## src/rtl/pipearch_arb_pkg.sv

```systemverilog
`default_nettype none
// +----------------------------------------------------------------------------+
// | pipearch_arb_pkg : shared types for the CCI-P channel arbiters             |
// | Revision 1.0                                                               |
// +----------------------------------------------------------------------------+
package pipearch_arb_pkg;

  typedef logic [7:0] t_req_id;
  typedef logic [7:0] t_seq;

  typedef struct packed {
    t_seq    seq;
    t_req_id id;
  } t_mdata;

  localparam int MDATA_ID_LSB  = 0;
  localparam int MDATA_SEQ_LSB = 8;

  typedef enum logic [1:0] {
    RUN      = 2'd0,
    DRAIN    = 2'd1,
    QUIESCED = 2'd2
  } t_qstate;

  function automatic t_mdata make_mdata(input t_seq seq, input t_req_id id);
    t_mdata m;
    m.seq = seq;
    m.id  = id;
    return m;
  endfunction

endpackage
`default_nettype wire

```

## src/rtl/rr_arbiter.sv

```systemverilog
`default_nettype none
// +----------------------------------------------------------------------------+
// | rr_arbiter : one-hot round-robin grant, pointer moves past the winner      |
// | Revision 1.0                                                               |
// +----------------------------------------------------------------------------+
module rr_arbiter #(
  parameter int N = 4
) (
  input  logic         clk,
  input  logic         reset_n,
  input  logic [N-1:0] eligible_i,
  input  logic         advance_i,
  output logic [N-1:0] grant_o
);

  localparam int PTR_W = (N > 1) ? $clog2(N) : 1;
  localparam int IW    = PTR_W + 1;

  logic [PTR_W-1:0] ptr_q;
  logic [PTR_W-1:0] ptr_d;

  always_comb begin : grant_search
    logic [IW-1:0] idx;
    logic          found;
    grant_o = '0;
    found   = 1'b0;
    idx     = '0;
    for (int off = 0; off < N; off++) begin
      idx = {1'b0, ptr_q} + IW'(off);
      if (idx >= IW'(N)) idx = idx - IW'(N);
      if (!found && eligible_i[idx[PTR_W-1:0]]) begin
        grant_o[idx[PTR_W-1:0]] = 1'b1;
        found                   = 1'b1;
      end
    end
  end

  always_comb begin
    ptr_d = ptr_q;
    for (int i = 0; i < N; i++) begin
      if (advance_i && grant_o[i]) ptr_d = (i == N - 1) ? '0 : PTR_W'(i + 1);
    end
  end

  always_ff @(posedge clk or negedge reset_n) begin
    if (!reset_n) ptr_q <= '0;
    else          ptr_q <= ptr_d;
  end

endmodule
`default_nettype wire

```

## src/rtl/cci_rd_arbiter.sv

```systemverilog
`default_nettype none
// +----------------------------------------------------------------------------+
// | cci_rd_arbiter : shares the CCI-P c0 read channel among N_REQ engines      |
// | Revision 1.0                                                               |
// +----------------------------------------------------------------------------+
module cci_rd_arbiter
  import pipearch_arb_pkg::*;
#(
  parameter int N_REQ   = 4,
  parameter int ADDR_W  = 42,
  parameter int DATA_W  = 512,
  parameter int MAX_OUT = 64
) (
  input  logic                    clk,
  input  logic                    reset_n,
  input  logic [N_REQ-1:0]        req_valid,
  input  logic [N_REQ*ADDR_W-1:0] req_addr,
  output logic [N_REQ-1:0]        req_ready,
  output logic [N_REQ-1:0]        rsp_valid,
  output logic [7:0]              rsp_seq,
  output logic [DATA_W-1:0]       rsp_data,
  output logic                    c0_tx_valid,
  output logic [ADDR_W-1:0]       c0_tx_addr,
  output logic [15:0]             c0_tx_mdata,
  input  logic                    c0_tx_almfull,
  input  logic                    c0_rx_valid,
  input  logic [15:0]             c0_rx_mdata,
  input  logic [DATA_W-1:0]       c0_rx_data,
  input  logic                    quiesce_req,
  output logic                    quiesce_ack,
  output logic [15:0]             outstanding_total,
  output logic                    err_sticky
);

  localparam int CNT_W = $clog2(MAX_OUT) + 1;

  t_qstate          state_q, state_d;
  logic             run_en;
  logic             grant_en;
  logic [N_REQ-1:0] eligible;
  logic [N_REQ-1:0] grant;
  logic             accept;

  logic [CNT_W-1:0] cnt_q [N_REQ];
  logic [CNT_W-1:0] cnt_d [N_REQ];
  t_seq             seq_q [N_REQ];
  logic [15:0]      total_q, total_d;

  logic [ADDR_W-1:0] sel_addr;
  t_mdata            sel_mdata;
  logic              tx_valid_q;
  logic [ADDR_W-1:0] tx_addr_q;
  t_mdata            tx_mdata_q;

  t_req_id           rx_id;
  t_seq              rx_seq;
  logic [N_REQ-1:0]  rsp_hit;
  logic              rsp_ok;
  logic [N_REQ-1:0]  rsp_valid_q;
  t_seq              rsp_seq_q;
  logic [DATA_W-1:0] rsp_data_q;
  logic              err_q;

  // reset_n gates the grant so req_ready is low while reset is held
  assign grant_en = run_en && !c0_tx_almfull && reset_n;
  assign rx_id    = c0_rx_mdata[MDATA_ID_LSB +: 8];
  assign rx_seq   = c0_rx_mdata[MDATA_SEQ_LSB +: 8];

  always_comb begin
    eligible = '0;
    rsp_hit  = '0;
    for (int i = 0; i < N_REQ; i++) begin
      eligible[i] = req_valid[i] && (cnt_q[i] < CNT_W'(MAX_OUT)) && grant_en;
      rsp_hit[i]  = c0_rx_valid && (rx_id == t_req_id'(i)) && (cnt_q[i] != '0);
    end
  end

  assign rsp_ok = |rsp_hit;

  rr_arbiter #(
    .N (N_REQ)
  ) u_rr (
    .clk        (clk),
    .reset_n    (reset_n),
    .eligible_i (eligible),
    .advance_i  (accept),
    .grant_o    (grant)
  );

  assign accept    = |grant;
  assign req_ready = grant;

  always_comb begin
    sel_addr  = '0;
    sel_mdata = '0;
    for (int i = 0; i < N_REQ; i++) begin
      if (grant[i]) begin
        sel_addr  = req_addr[i*ADDR_W +: ADDR_W];
        sel_mdata = make_mdata(seq_q[i], t_req_id'(i));
      end
    end
  end

  // An accept and a response for the same requester cancel out
  always_comb begin
    total_d = '0;
    for (int i = 0; i < N_REQ; i++) begin
      cnt_d[i] = cnt_q[i];
      case ({grant[i], rsp_hit[i]})
        2'b10:   cnt_d[i] = cnt_q[i] + CNT_W'(1);
        2'b01:   cnt_d[i] = cnt_q[i] - CNT_W'(1);
        default: cnt_d[i] = cnt_q[i];
      endcase
      total_d = total_d + 16'(cnt_d[i]);
    end
  end

  always_ff @(posedge clk or negedge reset_n) begin
    if (!reset_n) begin
      for (int i = 0; i < N_REQ; i++) begin
        cnt_q[i] <= '0;
        seq_q[i] <= '0;
      end
      total_q <= '0;
    end else begin
      for (int i = 0; i < N_REQ; i++) begin
        cnt_q[i] <= cnt_d[i];
        if (grant[i]) seq_q[i] <= seq_q[i] + 8'd1;
      end
      total_q <= total_d;
    end
  end

  always_ff @(posedge clk or negedge reset_n) begin
    if (!reset_n) begin
      tx_valid_q <= 1'b0;
      tx_addr_q  <= '0;
      tx_mdata_q <= '0;
    end else begin
      tx_valid_q <= accept;
      if (accept) begin
        tx_addr_q  <= sel_addr;
        tx_mdata_q <= sel_mdata;
      end
    end
  end

  always_ff @(posedge clk or negedge reset_n) begin
    if (!reset_n) begin
      rsp_valid_q <= '0;
      rsp_seq_q   <= '0;
      rsp_data_q  <= '0;
      err_q       <= 1'b0;
    end else begin
      rsp_valid_q <= rsp_hit;
      if (rsp_ok) begin
        rsp_seq_q  <= rx_seq;
        rsp_data_q <= c0_rx_data;
      end
      if (c0_rx_valid && !rsp_ok) err_q <= 1'b1;
    end
  end

  always_ff @(posedge clk or negedge reset_n) begin
    if (!reset_n) state_q <= RUN;
    else          state_q <= state_d;
  end

  always_comb begin
    state_d = state_q;
    case (state_q)
      RUN:      if (quiesce_req) state_d = DRAIN;
      DRAIN: begin
        if (!quiesce_req)                          state_d = RUN;
        else if (total_q == '0 && !tx_valid_q)     state_d = QUIESCED;
      end
      QUIESCED: if (!quiesce_req) state_d = RUN;
      default:  state_d = RUN;
    endcase
  end

  // Grants stop in the very cycle quiesce_req rises
  always_comb begin
    run_en      = (state_q == RUN) && !quiesce_req;
    quiesce_ack = (state_q == QUIESCED);
  end

  assign c0_tx_valid       = tx_valid_q;
  assign c0_tx_addr        = tx_addr_q;
  assign c0_tx_mdata       = tx_mdata_q;
  assign rsp_valid         = rsp_valid_q;
  assign rsp_seq           = rsp_seq_q;
  assign rsp_data          = rsp_data_q;
  assign outstanding_total = total_q;
  assign err_sticky        = err_q;

endmodule
`default_nettype wire

```

## config.mk

```make
export PLATFORM = sky130hd
export DESIGN_NAME = cci_rd_arbiter
export DESIGN_NICKNAME = d
export VERILOG_FILES = /design/src/rtl/pipearch_arb_pkg.sv /design/src/rtl/rr_arbiter.sv /design/src/rtl/cci_rd_arbiter.sv
export SDC_FILE = /design/constraint.sdc
export NUM_CORES = 1
export LEC_CHECK = 0
export ABC_AREA = 1
export CAP_MARGIN = 20
export CORE_AREA = 2 2 504 506
export DETAILED_ROUTE_END_ITERATION = 10
export DIE_AREA = 0 0 506 508
export GPL_TIMING_DRIVEN = 0
export HOLD_SLACK_MARGIN = 0.15
export SYNTH_ARGS = -nofsm -noshare
export SYNTH_HDL_FRONTEND = slang
export SYNTH_SLANG_ARGS = --single-unit
```

## constraint.sdc

```tcl
create_clock -name clk -period 7.3 [get_ports clk]
set_input_delay 2.19 -clock clk [delete_from_list [all_inputs] [get_ports clk]]
set_output_delay 2.19 -clock clk [all_outputs]
set_load 0.03 [all_outputs]
```

## After elaboration in Yosys (flattened, before gate mapping)

Cells that the tools add are included.

- Output and inout port bits: 605
- Bits of input ports: 705
- Flip-flop bits (word level): 658
- Word-level logic and storage cells: 174

- Reductions and logical operators: 50
- Add/sub/neg operators: 22
- Muxes and demuxes: 48
- Bitwise logic cells: 3
- Eq/ne operators: 16
- Magnitude comparators: 16

Operators with widths:

| kind | number |
|---|---|
| $mux 42 | 4 |
| $mux 16 | 4 |
| $pmux 7 s2 | 4 |
| $add 8x1->8 const B | 4 |
| $logic_and 1x1->1 | 32 |
| $add 7x1->7 const B | 4 |
| $lt 7x7->1 const B | 4 |
| $reduce_bool 7->1 | 4 |
| $sub 7x1->7 const B | 4 |
| $mux 2 | 12 |
| $eq 8x2->1 const B | 2 |
| $logic_not 16->1 | 1 |
| $mux 4 | 4 |
| $lt 2x3->1 const B | 4 |
| $or 4x4->4 | 3 |
| $mux 1 | 11 |
| $add 9x7->10 | 1 |
| $eq 2x1->1 const B | 5 |
| $eq 2x2->1 const B | 5 |
| $add 8x7->9 | 1 |
| $ge 3x3->1 const B | 3 |
| $add 7x7->8 | 1 |
| $bmux 1 s2 | 4 |
| $demux 1 s2 | 4 |
| 15 further kinds | 30 |

## Logic depth before layout (Yosys ltp)

Gate-level depths: netlist (run 1).

- Depth after elaboration: 23
- Mapped depth: 36
- Mapped depth without buffers: 34

## Cells and area by module

From an unflattened synthesis (run 1), not the netlist that was laid out.

- Cells, all modules: 3,341
- Area, all modules: 29,095.4 um^2

By module, submodules not included:

| module | cells each | seq. area each (um^2) | area an instance (um^2) | times used |
|---|---|---|---|---|
| cci_rd_arbiter | 3,251 | 16,240.6 | 28,496.1 | 1 |
| rr_arbiter | 90 | 50.0 | 599.3 | 1 |

## Worst setup path after synthesis (run 1)

No wires, ideal clock.

- Path type: input to register
- From: in quiesce_req
- To: reg total_q[7] (netlist: outstanding_total[7])
- Buffers on the path: 2
- Library setup time: 0.079 ns
- Slack: 0.260 ns
- Stages: 35
- Arrival time: 6.960 ns
- Required time: 7.221 ns
- Cells stage by stage: nor2_2 nand2_1 nor2_4 nand3_1 nand2_1 nand2_1 nand2_2 nor2_4 nand3_1 nand3_2 buf_4 buf_2 inv_2 ha_1 inv_1 fa_1 inv_1 a21oi_1 o21bai_1 inv_1 nor2_1 nor2_1 inv_1 a21oi_1 o21ai_0 a21o_1 xor2_1 fa_1 fa_1 inv_1 ha_1 inv_1 nor2_1 nor2_1 xor2_1

- Longest elaborated chain between the ends: 22
- Elaborated cells on any way between the ends: 47
- Classes of those cells: add/sub: 3; eq/ne: 8; mux: 19; bitwise: 3; reduce/logical: 14

Ends and longest elaborated chain:

| element | line | source |
|---|---|---|
| from (decl) | cci_rd_arbiter.sv:29 | `input logic quiesce_req,` |
| $logic_not 1->1 * | cci_rd_arbiter.sv:184 | `run_en = (state_q == RUN) && !quiesce_req;` |
| $logic_and 1x1->1 * | cci_rd_arbiter.sv:184 |  |
| $logic_and 1x1->1 * (2 in a row) | cci_rd_arbiter.sv:65 | `assign grant_en = run_en && !c0_tx_almfull && reset_n;` |
| $logic_and 1x1->1 | cci_rd_arbiter.sv:73 | `eligible[i] = req_valid[i] && (cnt_q[i] < CNT_W'(MAX_OUT)) && grant_en;` |
| $bmux 1 s2 | rr_arbiter.sv:31 | `if (!found && eligible_i[idx[PTR_W-1:0]]) begin` |
| $mux 1 (implied by the code) | rr_arbiter.sv:31 |  |
| $mux 1 | rr_arbiter.sv:31 |  |
| $logic_not 1->1 | rr_arbiter.sv:31 |  |
| [... 6 more ...] | n/a |  |
| $logic_and 1x1->1 | rr_arbiter.sv:31 |  |
| $mux 4 * | rr_arbiter.sv:31 |  |
| $eq 2x1->1 / $eq 2x2->1 (equally long branches) | cci_rd_arbiter.sv:109 | `case ({grant[i], rsp_hit[i]})` |
| $pmux 7 s2 | cci_rd_arbiter.sv:109 |  |
| $add 7x7->8 | cci_rd_arbiter.sv:114 | `total_d = total_d + 16'(cnt_d[i]);` |
| $add 8x7->9 | cci_rd_arbiter.sv:114 |  |
| $add 9x7->10 * | cci_rd_arbiter.sv:114 |  |
| named net total_d[7] | cci_rd_arbiter.sv:47 | `logic [15:0] total_q, total_d;` |
| to (signal assigned) | cci_rd_arbiter.sv:130 | `total_q <= total_d;` |
| to (decl) | cci_rd_arbiter.sv:47 |  |

The timed path passes the listed nets; every way through them passes the cells marked *. The select of a mux whose other input is x is not followed.
A chain may end at the register's enable or synchronous reset.

## Final worst setup path (run 1)

- From: in c0_tx_almfull
- To: out req_ready[0]

- Longest elaborated chain between the ends: 16
- Elaborated cells on any way between the ends: 31
- Classes of those cells: mux: 15; bitwise: 3; reduce/logical: 13

Ends and longest elaborated chain:

| element | line | source |
|---|---|---|
| from (decl) | cci_rd_arbiter.sv:25 | `input logic c0_tx_almfull,` |
| $logic_not 1->1 * | cci_rd_arbiter.sv:65 |  |
| $logic_and 1x1->1 * (2 in a row) | cci_rd_arbiter.sv:65 |  |
| $logic_and 1x1->1 | cci_rd_arbiter.sv:73 |  |
| $bmux 1 s2 | rr_arbiter.sv:31 |  |
| $mux 1 (implied by the code) | rr_arbiter.sv:31 |  |
| $mux 1 | rr_arbiter.sv:31 |  |
| $logic_not 1->1 | rr_arbiter.sv:31 |  |
| $logic_and 1x1->1 | rr_arbiter.sv:31 |  |
| $mux 1 | rr_arbiter.sv:31 |  |
| $logic_not 1->1 | rr_arbiter.sv:31 |  |
| $logic_and 1x1->1 | rr_arbiter.sv:31 |  |
| $mux 1 | rr_arbiter.sv:31 |  |
| $logic_not 1->1 | rr_arbiter.sv:31 |  |
| $logic_and 1x1->1 | rr_arbiter.sv:31 |  |
| $mux 4 * | rr_arbiter.sv:31 |  |
| to (decl) | cci_rd_arbiter.sv:18 | `output logic [N_REQ-1:0] req_ready,` |

Every way passes the cells marked *; elsewhere a longest branch is shown, timed or not. The select of a mux whose other input is x is not followed.

==> run summary, run 1 <==
The proportion of synthesized flip-flops having asynchronous set or reset is 100%. The average routed wire per standard cell is 28.7 µm. The total track usage is 18.0%. The signal on the critical path passes through dlygate4sd2_1 -> nor2_4 -> nand2_4 -> nor2_4 -> nand2_1 -> nand2_1 -> nand3_1 -> nand2_2 -> buf_4 -> nand2_1 -> nand2_1 -> inv_1 -> nand3_2 -> clkbuf_4 -> clkdlybuf4s50_1. The share of the clock period used by the worst path is 95.0%. The initial core utilization is 11.4%. The run finished with clean final reports. The setup TNS after final layout is 0 ps.

The first global-routing pass estimated 305000 µm of wire. The number of nets at the end of the flow is 5654. The clock network accounts for between 20% and 30% of the total power. The number of maximum-capacitance constraint violations is 0. The pre-antenna-repair detailed-routing pass consisted of 6 iterations. The analysis attributes to net switching a power of 9.91 mW. On the worst path, the slowest cell contributes a delay of 770 ps. The mean instance size in the synthesized netlist came out at roughly 8.3 µm². The placeable core region came out at 252000 µm².

The overall power consumption is 20.7 mW. VDD sags by at most 373 µV. The switching part of the total power came out at a little under half. The total count of max-transition violations in the final report came out at 0. In this run the worst hold path is classified as flip-flop to flip-flop. The library cell used most frequently in the layout, excluding fill and tap cells, is sky130_fd_sc_hd__nand2_1. The minimum period implied by the final worst setup slack came out at 6930 ps. For the pin with the worst max-slew slack, the measured transition is 936 ps. The final hold violation count is 0. In the routed layout, each cell is associated on average with a via count of 3.65. The number of different library cells used by synthesis comes to 43.

The element type at the critical path start is an input port. The number of top-level design ports came out at between 1000 and 1500. The routed wire length came out at 240000 µm.

During placement, the flow inserted port buffers numbering 1296. For the worst flop-to-flop path, the logic depth is 30. Static timing analysis puts the maximum clock frequency at around 140 MHz.

The synthesized flop and latch total is approximately 650. The critical path in this run is classified as input port to primary output. The worst-case clock buffer depth came out at 3. Setup violations remaining at the end of the flow were counted as 0. The power share of the sequential group is between 20% and 30%. The layout has approximately 28000 filler cells.

The sequential area share after synthesis is a little under three fifths. The critical path data required time is a little over 5000 ps. The internal power consumption came out at 10.8 mW. The residual antenna-violating net count after detailed routing is 0. TritonCTS built the clock tree. From synthesis to final layout, the design area changed by 73.5%. The maximum level of the CTS H-tree is 3. The most frequent cell on the critical path is sky130_fd_sc_hd__nand2_1. The horizontal die dimension is between 500 and 600 µm. The post-synth design cell area is 28700 µm². The via total after detailed routing came out at 30457.

The data arrival time of the critical path came out at between 4000 and 5000 ps. For this design the static power due to leakage is between 20 and 25 nW. TritonCTS created 88 clock buffers. The count of warnings emitted by yosys is 0. The number of antenna violations at the first check in global routing is 128. The library cells used most frequently in the layout, excluding fill and tap cells, are sky130_fd_sc_hd__nand2_1, sky130_fd_sc_hd__clkdlybuf4s50_1, sky130_fd_sc_hd__dfrtp_1. The total overflow left after global routing is 0. The number of global-route vias before repair is 30428.

The instance area at placement came out at roughly 46000 µm². The slowest library cell on the worst path is sky130_fd_sc_hd__clkdlybuf4s50_1. In the final layout, the share of cells above drive strength 1 is under 10%.

The placed instance count is 8145. The cell row count came out at approximately 190. The non-filler instance count after layout came out at between 8000 and 9000.

The synthesized design contains 0 enable-type register cells. The cell at the root of the clock tree is sky130_fd_sc_hd__clkbuf_16. Among all flip-flop cells after synthesis, the most frequent one is sky130_fd_sc_hd__dfrtp_1. The largest fanout on the critical path came out at 10. The tightest hold margin came out at 467 ps. The clock reaches the later pin of the worst-skew pair after 740 ps. Entering global routing, the biggest net connects 110 pins. The share of total power dissipated in combinational logic is 52.0%. The HPWL after detailed placement is 206000 µm. At the end of routability-driven placement, the weighted congestion stood at ~1.1. The power density over the cells is approximately 420 nW/µm². After technology mapping, the gate count stands at 3465. The number of sinks on the clock net came out at approximately 650. The worst hold path depth is 2. The register clock-pin slew on the reported worst setup and hold paths came out at roughly 50 ps. The design area is 49800 µm². The count of hold buffers inserted by post-cts repair is 0. The worst setup path is captured at a primary output. The post-route clock skew is 43.9 ps. The initial DRC count came out at between 2000 and 3000. After detailed routing, the number of remaining DRC violations is 0.

The area of the die came out at around 260000 µm². The worst max-slew margin expressed relative to the limit came out at 37.4%. The height of the die is around 510 µm.
-- sequential cells by signal, indices dropped and copies added (netlist names), 4 cells and up --
name,count
rsp_data,512
c0_tx_addr,42
rsp_valid,4
cnt_q,28
outstanding_total,9
c0_tx_mdata,10
rsp_seq,8
seq_q,32
-- routing by layer --
| layer | up-vias | track usage [%] | share of wire [%] |
|---|---|---|---|
| met4 | 30 | 4.99 | 2.8 |
| met2 | 1760 | 28.1 | 44 |
| met5 | - | 0 | 0.074 |
| met1 | 14866 | 21.0 | 39 |
| li1 | 13447 | - | - |
| met3 | 354 | 10.2 | 14 |
-- stage by stage --
stage	worst slack [ps]	utilization, %
after global routing	-1.74	19.7
after floorplan	260	-
after CTS	-3.81	19.6
after global placement	-28120	18.2
after detailed placement	-2490	18.3
final	366	19.7
-- power groups by stage --
stage / sequential, mW / clock, mW / combinational [mW]
after floorplan: 6.63 / 0 / 3.83
after global placement: 5.27 / 0 / 10.7
after detailed placement: 5.28 / 0 / 10.7
after CTS: 5.24 / 4.87 / 10.8
after global routing: 5.35 / 5.00 / 11.6
final: 5.25 / 4.70 / 10.8
-- path summary, 6_finish.rpt --
kind                                           startpoint  slack, ps                             end
worst min register to register   rsp_data[19]$_DFFE_PN0P_        470        rsp_data[19]$_DFFE_PN0P_
max in group asynchronous                         reset_n       4250       rsp_data[349]$_DFFE_PN0P_
worst max register to register  u_rr.ptr_q[0]$_DFFE_PN0P_       1480  outstanding_total[7]$_DFF_PN0_
worst max-delay path                        c0_tx_almfull        370                    req_ready[0]
min in group asynchronous                         reset_n       1300       rsp_data[247]$_DFFE_PN0P_
worst min-delay path             rsp_data[19]$_DFFE_PN0P_        470        rsp_data[19]$_DFFE_PN0P_
-- area by class of cell --
cell class | count | area (µm²) | share of cell area, %
Antenna cell | 24 | 60.1 | 0.121
Buffer | 179 | 980 | 1.97
Clock buffer | 116 | 2440 | 4.90
Clock inverter | 41 | 648 | 1.30
Inverter | 218 | 828 | 1.66
Multi-Input combinational cell | 2428 | 10800 | 21.7
Sequential cell | 651 | 16300 | 32.7
Tap cell | 3366 | 4210 | 8.46
Timing Repair Buffer | 1322 | 13500 | 27.1
-- synthesized netlist by cell type, types with 6 or more instances --
master	number	area share [%]
sky130_fd_sc_hd__ha_1	43	1.9
sky130_fd_sc_hd__buf_2	142	2.5
sky130_fd_sc_hd__nand3_1	191	3.3
sky130_fd_sc_hd__inv_1	211	2.8
sky130_fd_sc_hd__dfrtp_1	651	57
sky130_fd_sc_hd__o21ai_0	24	0.42
sky130_fd_sc_hd__nor2_1	103	1.3
sky130_fd_sc_hd__fa_1	18	1.3
sky130_fd_sc_hd__xor2_1	25	0.76
sky130_fd_sc_hd__xnor2_1	17	0.52
sky130_fd_sc_hd__nor3_1	11	0.19
sky130_fd_sc_hd__nand3_2	6	0.21
sky130_fd_sc_hd__nand2_2	14	0.31
sky130_fd_sc_hd__a21oi_1	62	1.1
sky130_fd_sc_hd__o21bai_1	7	0.18
sky130_fd_sc_hd__nor4_1	7	0.15
sky130_fd_sc_hd__nand2_1	1840	24
sky130_fd_sc_hd__nand4_1	13	0.28
sky130_fd_sc_hd__clkbuf_1	9	0.12
sky130_fd_sc_hd__buf_4	22	0.58
-- worst max-delay path, delay by kind of cell --
| kind | cells | cell delay, ps |
|---|---|---|
| buffers and inverters | 5 | 1510 |
| AND/OR/NAND/NOR | 10 | 1020 |
-- cells by family (layout without fill, tap and decap cells) --
| family | after synthesis | in the layout | synth area share, % |
|---|---|---|---|
| XOR/XNOR | 42 | 42 | 1.28 |
| other | 1 | 37 | 0.0131 |
| flip-flops | 651 | 651 | 56.8 |
| AND/OR/NAND/NOR | 2207 | 2208 | 30.6 |
| adder cells (fa/ha/maj) | 61 | 61 | 3.13 |
| AO/OA/AOI/OAI | 104 | 104 | 1.96 |
| buffers and inverters | 399 | 1876 | 6.24 |
-- repair_timing --
action / in CTS / in global routing
endpoints found under the setup margin: 12 / 5
pin swaps: 2 / 10
resized for setup: 21 / 31
setup buffers: 2 / 10
cloned: 8 / 2
Note: power is estimated with default switching activity, not from simulation.
==> inputs of run 2 (changes only) <==
CTS_CLUSTER_DIAMETER = 30   (was not set)
RECOVER_POWER = 25   (was not set)
==> run summary, run 2 (synthesized netlist as in run 1, its figures left out) <==
The initial core utilization is 11.4% (unchanged). The cell at the root of the clock tree is sky130_fd_sc_hd__clkbuf_16 (unchanged). The post-route clock skew came out at 124 ps (was 43.9 ps). The average routed wire per standard cell is 28.2 µm (was 28.7 µm).

The worst min-delay path class was flip-flop to flip-flop (unchanged). The register clock-pin slew on the reported worst setup and hold paths came out at 40 ps (was 50 ps). The fmax came to 143 MHz (was 144 MHz).

The number of maximum-capacitance constraint violations is 9 (was 0). The minimum period implied by the final worst setup slack came out at 7000 ps (was 6930 ps). The number of antenna violations at the first check in global routing came to 134 (was 128). The most frequent cell on the critical path was sky130_fd_sc_hd__inv_1 (was sky130_fd_sc_hd__nand2_1). The startpoint of the tightest hold check path is rsp_data[19]$_DFFE_PN0P_ (unchanged).

The clock latency on the worst-skew pair is 900 ps (was 740 ps). The sequential cell area came out at 16300 µm² (unchanged). The share of post-route cells with drive strength above 1 came out at 11.4% (was 8.13%). The register-to-register setup slack is 1350 ps (was 1480 ps).

The number of sinks on the clock net came out at 651 (unchanged). The number of input and output port buffers inserted came out at 1296 (unchanged). The largest fanout on the critical path came to 10 (unchanged).

The checks that failed: max-capacitance violations, max-slew violations. The combined area of the multi-input logic cells came out at 10800 µm² (about the same). The kind of end point of the critical path was a flip-flop (was primary output). The number of global-route vias before repair is 31693 (was 30428). The number of cells on the worst reg-to-reg path is 30 (unchanged).

The total track usage came out at 18.1% (was 18.0%). The clock tree from TritonCTS is yes (unchanged). Setup repair after global routing could not meet its margin everywhere. The largest vdd supply drop came out at 417 µV (was 373 µV). The non-filler instance count after layout came out at 8570 (was 8345). The cell row count was 185 (unchanged). The routability congestion estimate from global placement came out at 1.12 (unchanged). The first-pass GRT wire length was 308000 µm (was 305000 µm). The power density over the cells came to 472 nW/µm² (was 416 nW/µm²). Commonest cells after routing, fill and taps aside: sky130_fd_sc_hd__nand2_1, sky130_fd_sc_hd__clkdlybuf4s50_1, sky130_fd_sc_hd__dfrtp_1 (unchanged). The data arrival time of the critical path came to 7730 ps (was 4740 ps).

Result of the run: finished, violations left (was complete, no violations). The number of fill cells came out at 27723 (was 28025). The placed instance count is 8145 (unchanged). The residual antenna-violating net count after detailed routing came out at 0 (unchanged). The maximum cell stage delay along the critical path came out at 520 ps (was 770 ps). The critical path data required time is 8030 ps (was 5110 ps). The maximum level of the CTS H-tree came out at 4 (was 3). The type of the setup path with the least slack is input port to flip-flop (was input port to primary output). The worst-case clock buffer depth came out at 4 (was 3).

The transition at the pin with the smallest max-transition slack came out at 3050 ps (was 936 ps). The final hold violation count is 0 (unchanged). The layout overhead on the synthesized area is 86.7% (was 73.5%). The height of the die is 508 µm (unchanged). The design area came out at 53600 µm² (was 49800 µm²). The final setup violation count is 0 (unchanged).

The area of the die was 257000 µm² (unchanged). The via total after detailed routing came to 31245 (was 30457). The total count of max-transition violations in the final report came out at 429 (was 0). The initial DRC count is 2406 (was 2532). The routed wire length came to 242000 µm (was 240000 µm). The placeable core region is 252000 µm² (unchanged). The commonest non-fill, non-tap cell in the layout is sky130_fd_sc_hd__nand2_1 (unchanged). The total leakage power is 25.7 nW (was 23.9 nW). The slowest library cell on the worst path is sky130_fd_sc_hd__fa_1 (was sky130_fd_sc_hd__clkdlybuf4s50_1). The number of buffers created by CTS came out at 210 (was 88).

The instance area at placement is 46100 µm² (unchanged). The remaining routing DRC violations is 0 (unchanged). The endpoint of the worst hold-timing path was rsp_data[19]$_DFFE_PN0P_ (unchanged).

The ratio of routed vias to standard cells is 3.65 (about the same). The worst max-slew margin expressed relative to the limit is -103% (was 37.4%). The HPWL after detailed placement came out at 206000 µm (unchanged). The number of top-level design ports is 1310 (unchanged).

The number of nets at the end of the flow came to 5774 (was 5654). The element type at the critical path start is an input port (unchanged). The global route total overflow came out at 0 (unchanged).

The number of optimization iterations in the first detailed-route pass was 5 (was 6). The launching point of the worst reg2reg path was u_rr.ptr_q[0]$_DFFE_PN0P_ (unchanged). The reg-to-reg endpoint is outstanding_total[7]$_DFF_PN0_ (unchanged). The number of flip-flops under the largest register name came to 512 (unchanged). The horizontal die dimension came to 506 µm (unchanged). The critical path startpoint is req_valid[1] (was c0_tx_almfull).

The share of the clock period used by the worst path came out at 95.8% (was 95.0%). The maximum number of pins on one net before global-route repair is 110 (unchanged). The worst hold path depth was 2 (unchanged).
[run 2: cell types whose count changed in the layout (fill, tap and decap cells not counted), moves of 3 or more]
cell / previous run / this run
sky130_fd_sc_hd__buf_4: 33 / 30
sky130_fd_sc_hd__bufbuf_16: 7 / 0
sky130_fd_sc_hd__bufinv_16: 11 / 29
sky130_fd_sc_hd__clkbuf_1: 23 / 51
sky130_fd_sc_hd__clkbuf_16: 90 / 211
sky130_fd_sc_hd__clkbuf_8: 13 / 27
sky130_fd_sc_hd__clkinv_2: 14 / 41
sky130_fd_sc_hd__clkinv_4: 5 / 9
sky130_fd_sc_hd__clkinvlp_4: 3 / 22
sky130_fd_sc_hd__diode_2: 24 / 31
sky130_fd_sc_hd__inv_6: 1 / 5
[run 2: worst max path at each step]
stage                                     endpoint  slack (ps)  depth (start not counted)
floorplan           outstanding_total[7]$_DFF_PN0_         260                         35
global placement         rsp_data[348]$_DFFE_PN0P_      -28120                          1
detailed placement  outstanding_total[8]$_DFF_PN0_       -2490                         34
CTS                 outstanding_total[7]$_DFF_PN0_          10                         36
global route        outstanding_total[7]$_DFF_PN0_         -60                         32
finish              outstanding_total[7]$_DFF_PN0_         300                         35
[run 2: where the power goes]
group	internal [mW]	switching, mW
sequential	4.59	0.674
combinational	3.44	7.31
clock	6.52	2.74
[run 2: stage by stage]
stage / setup slack, ps / hold WS (ps) / setup TNS [ps] / util [%] / total power, mW
detailed placement: -2490 / 458 / -27030 / 18.3 / 16.0
CTS: 10.2 / 467 / 0 / 21.3 / 25.5
global placement: -28120 / 452 / - / 18.2 / 15.9
finish: 304 / 465 / 0 / 21.2 / 25.3
global route: -63.5 / 478 / -71.8 / 21.2 / 26.6
floorplan: 260 / 442 / 0 / - / 10.5
[run 2: area by class of cell]
class                      instances  area share [%]
sequential                       651            30.4
timing repair buffer            1320            24.6
multi-input combinational       2428            20.1
clock buffer                     268            10.8
tap                             3366            7.86
clock inverter                   109            2.71
buffer                           179            1.82
inverter                         218            1.54
antenna                           31           0.145
[run 2: critical path, delay by kind of cell]
| family | cells | cell delay, ps |
|---|---|---|
| fa+ha+maj | 5 | 1860 |
| buf+inv | 11 | 1460 |
| simple gates | 12 | 1260 |
| compound gates | 5 | 610 |
| xor+xnor | 2 | 340 |
[run 2: metal layers]
layer	wire [µm]	vias to the layer above	global-route usage [%]
li1	-	13798	-
met1	93400	15082	20.7
met2	105000	1846	27.8
met3	34600	479	10.9
met4	8870	40	6.15
met5	269	-	0
[run 2: what timing repair did]
action | 4_1_cts | 5_1_grt
setup endpoints to repair | 12 | 7
gates resized for setup | 17 | 24
endpoints found under the hold margin | 0 | 0
setup buffers | 2 | 8
gates cloned | 8 | 2
pin swaps | 2 | 6
hold buffers | 0 | 0
==> inputs of run 3 (changes only) <==
CORE_AREA = 2 2 510 512   (was 2 2 504 506)
DIE_AREA = 0 0 512 514   (was 0 0 506 508)
DONT_BUFFER_PORTS = 1   (was not set)
==> run summary, run 3 (synthesized netlist as in run 1, its figures left out) <==
Result of the run: complete, no violations (was finished, violations left). The number of maximum-capacitance constraint violations is 0 (was 9). The number of flip-flops under the largest register name is 512 (unchanged).

The cell at the root of the clock tree is sky130_fd_sc_hd__clkbuf_16 (unchanged). The power density over the cells came out at 571 nW/µm² (was 472 nW/µm²). The number of buffers created by CTS came out at 184 (was 210). The fmax came out at 141 MHz (was 143 MHz).

Unrepaired setup endpoints after global routing: yes (unchanged). The first-pass GRT wire length came out at 285000 µm (was 308000 µm). The count of hold buffers inserted by post-cts repair came out at 0 (unchanged). The maximum number of pins on one net before global-route repair came out at 168 (was 110). The sequential cell area came to 16300 µm² (unchanged). The largest fanout on the critical path is 168 (was 10). The initial core utilization came to 11.1% (was 11.4%). The transition at the pin with the smallest max-transition slack came out at 1110 ps (was 3050 ps). The total count of max-transition violations in the final report is 0 (was 429). The type of the setup path with the least slack is input port to flip-flop (unchanged). The number of optimization iterations in the first detailed-route pass is 5 (unchanged). The height of the die came out at 514 µm (was 508 µm). The initial DRC count is 2225 (was 2406).

The clock tree from TritonCTS is yes (unchanged). The via total after detailed routing came out at 25890 (was 31245). The slowest library cell on the worst path was sky130_fd_sc_hd__fa_1 (unchanged). The register clock-pin slew on the reported worst setup and hold paths came out at 50 ps (was 40 ps). The number of global-route vias before repair was 24682 (was 31693). The routability congestion estimate from global placement came to 1.05 (was 1.12). The maximum level of the CTS H-tree is 4 (unchanged). The maximum cell stage delay along the critical path came to 500 ps (was 520 ps). The final hold violation count is 0 (unchanged). The number of input and output port buffers inserted was 0 (was 1296).

The critical path data required time came to 7980 ps (was 8030 ps). The number of top-level design ports is 1310 (unchanged). The routed wire length came out at 233000 µm (was 242000 µm). The share of the clock period used by the worst path came out at 97.1% (was 95.8%). The data arrival time of the critical path is 7770 ps (was 7730 ps). The combined area of the multi-input logic cells came to 10700 µm² (was 10800 µm²). The number of nets at the end of the flow was 4436 (was 5774).

The HPWL after detailed placement is 200000 µm (was 206000 µm). The area of the die is 263000 µm² (was 257000 µm²). The global route total overflow came out at 0 (unchanged). The commonest non-fill, non-tap cell in the layout is sky130_fd_sc_hd__nand2_1 (unchanged). The share of post-route cells with drive strength above 1 was 14.1% (was 11.4%). The post-route clock skew is 47.1 ps (was 124 ps). The layout overhead on the synthesized area is 39.7% (was 86.7%). The cell row count came out at 187 (was 185). The number of fill cells came out at 29164 (was 27723). The ratio of routed vias to standard cells came out at 3.56 (was 3.65).

The worst min-delay path class was flip-flop to flip-flop (unchanged). The worst max-slew margin expressed relative to the limit came to 26.3% (was -103%). The total track usage is 17.0% (was 18.1%).

The minimum period implied by the final worst setup slack is 7090 ps (was 7000 ps). The placeable core region came out at 258000 µm² (was 252000 µm²). The tightest hold margin was 468 ps (was 465 ps).

The remaining routing DRC violations came out at 0 (unchanged). The total leakage power came out at 20.6 nW (was 25.7 nW). The kind of end point of the critical path is a flip-flop (unchanged). The horizontal die dimension is 512 µm (was 506 µm). The worst-case clock buffer depth came out at 4 (unchanged). The largest vdd supply drop came to 446 µV (was 417 µV). The number of antenna violations at the first check in global routing came out at 139 (was 134). The residual antenna-violating net count after detailed routing is 0 (unchanged). The clock latency on the worst-skew pair came out at 830 ps (was 900 ps). Commonest cells after routing, fill and taps aside: sky130_fd_sc_hd__nand2_1, sky130_fd_sc_hd__dfrtp_1, sky130_fd_sc_hd__inv_1 (was sky130_fd_sc_hd__nand2_1, sky130_fd_sc_hd__clkdlybuf4s50_1, sky130_fd_sc_hd__dfrtp_1). The average routed wire per standard cell was 32.0 µm (was 28.2 µm). The number of sinks on the clock net is 651 (unchanged). The element type at the critical path start is an input port (unchanged). The setup TNS after final layout is 0 ps (unchanged). The final setup violation count is 0 (unchanged).

The most frequent cell on the critical path was sky130_fd_sc_hd__inv_1 (unchanged).
-- run 3: cell types whose count changed in the layout (fill, tap and decap cells not counted), moves of 4 or more --
cell / previous run / this run
sky130_fd_sc_hd__clkdlybuf4s50_1: 1292 / 0
sky130_fd_sc_hd__clkbuf_16: 211 / 184
sky130_fd_sc_hd__diode_2: 31 / 51
sky130_fd_sc_hd__clkbuf_1: 51 / 32
sky130_fd_sc_hd__clkinv_2: 41 / 25
sky130_fd_sc_hd__buf_4: 30 / 22
sky130_fd_sc_hd__bufinv_16: 29 / 34
sky130_fd_sc_hd__clkinvlp_4: 22 / 17
sky130_fd_sc_hd__nor2_1: 97 / 102
sky130_fd_sc_hd__clkinv_4: 9 / 5
sky130_fd_sc_hd__inv_6: 5 / 9
sky130_fd_sc_hd__nor3_1: 7 / 11
sky130_fd_sc_hd__nor3_2: 5 / 1
-- run 3: timing repair --
action                                  in CTS  in global routing
cloned                                       3                  1
endpoints found under the setup margin       7                  4
pin swaps                                    0                  1
gates resized for setup                      6                 17
buffers inserted                             0                  1
-- run 3: stage by stage --
| step | instance area [µm²] | utilization (%) | total power [mW] | worst slack (ps) | std cells |
|---|---|---|---|---|---|
| 6_report | 40100 | 15.5 | 22.9 | 211 | 7272 |
| 5_1_grt | 40000 | 15.5 | 24.1 | -23.6 | 7254 |
| 4_1_cts | 39900 | 15.5 | 23.1 | 146 | 7220 |
| 3_5_place_dp | 33100 | 12.8 | 14.2 | -1770 | 6882 |
| 3_3_place_gp | 33000 | 12.8 | 14.1 | -1310 | 6879 |
| 2_1_floorplan | 28700 | - | 10.5 | 260 | 3477 |
-- run 3: power by group --
| group | switching [mW] | internal, mW | total [mW] |
|---|---|---|---|
| Sequential | 3.52 | 4.53 | 8.05 |
| Clock | 2.67 | 6.11 | 8.78 |
| Combinational | 4.24 | 1.82 | 6.06 |
| Total | 10.4 | 12.5 | 22.9 |
-- run 3: cell type report --
cell class              count  share of cell area [%]
clock inverters            99                    3.98
plain buffers             180                    2.45
multi-input cells        2428                    26.8
flip-flops and latches    651                    40.6
clock buffers             236                    12.7
repair buffers              7                   0.468
well taps                3402                    10.6
diodes                     51                   0.318
inverters                 218                    2.05
-- run 3: metal layers --
layer / up-vias / global-route usage [%] / wire length (µm)
li1: 11132 / - / -
met1: 12496 / 17.7 / 82400
met2: 1733 / 25.4 / 98300
met3: 475 / 13.6 / 41900
met4: 54 / 6.33 / 9560
met5: - / 0.731 / 627
-- run 3: critical path: cells and delay by family --
family          cells  cell delay, ps
buf+inv             7             960
compound gates      3             810
fa+ha+maj           6            2120
xor+xnor            1             140
simple gates       11            1340
-- run 3: path summary, 6_finish.rpt --
check	startpoint	endpoint	slack (ps)	depth (start not counted)
max	reset_n	outstanding_total[7]$_DFF_PN0_	210	28
min	seq_q[23]$_DFFE_PN0P_	seq_q[23]$_DFFE_PN0P_	470	1
max reg2reg	u_rr.ptr_q[0]$_DFFE_PN0P_	outstanding_total[7]$_DFF_PN0_	1320	26
min reg2reg	seq_q[23]$_DFFE_PN0P_	seq_q[23]$_DFFE_PN0P_	470	1
max in group asynchronous	reset_n	c0_tx_addr[27]$_DFFE_PN0N_	4650	2
min in group asynchronous	reset_n	rsp_data[228]$_DFFE_PN0P_	1070	0
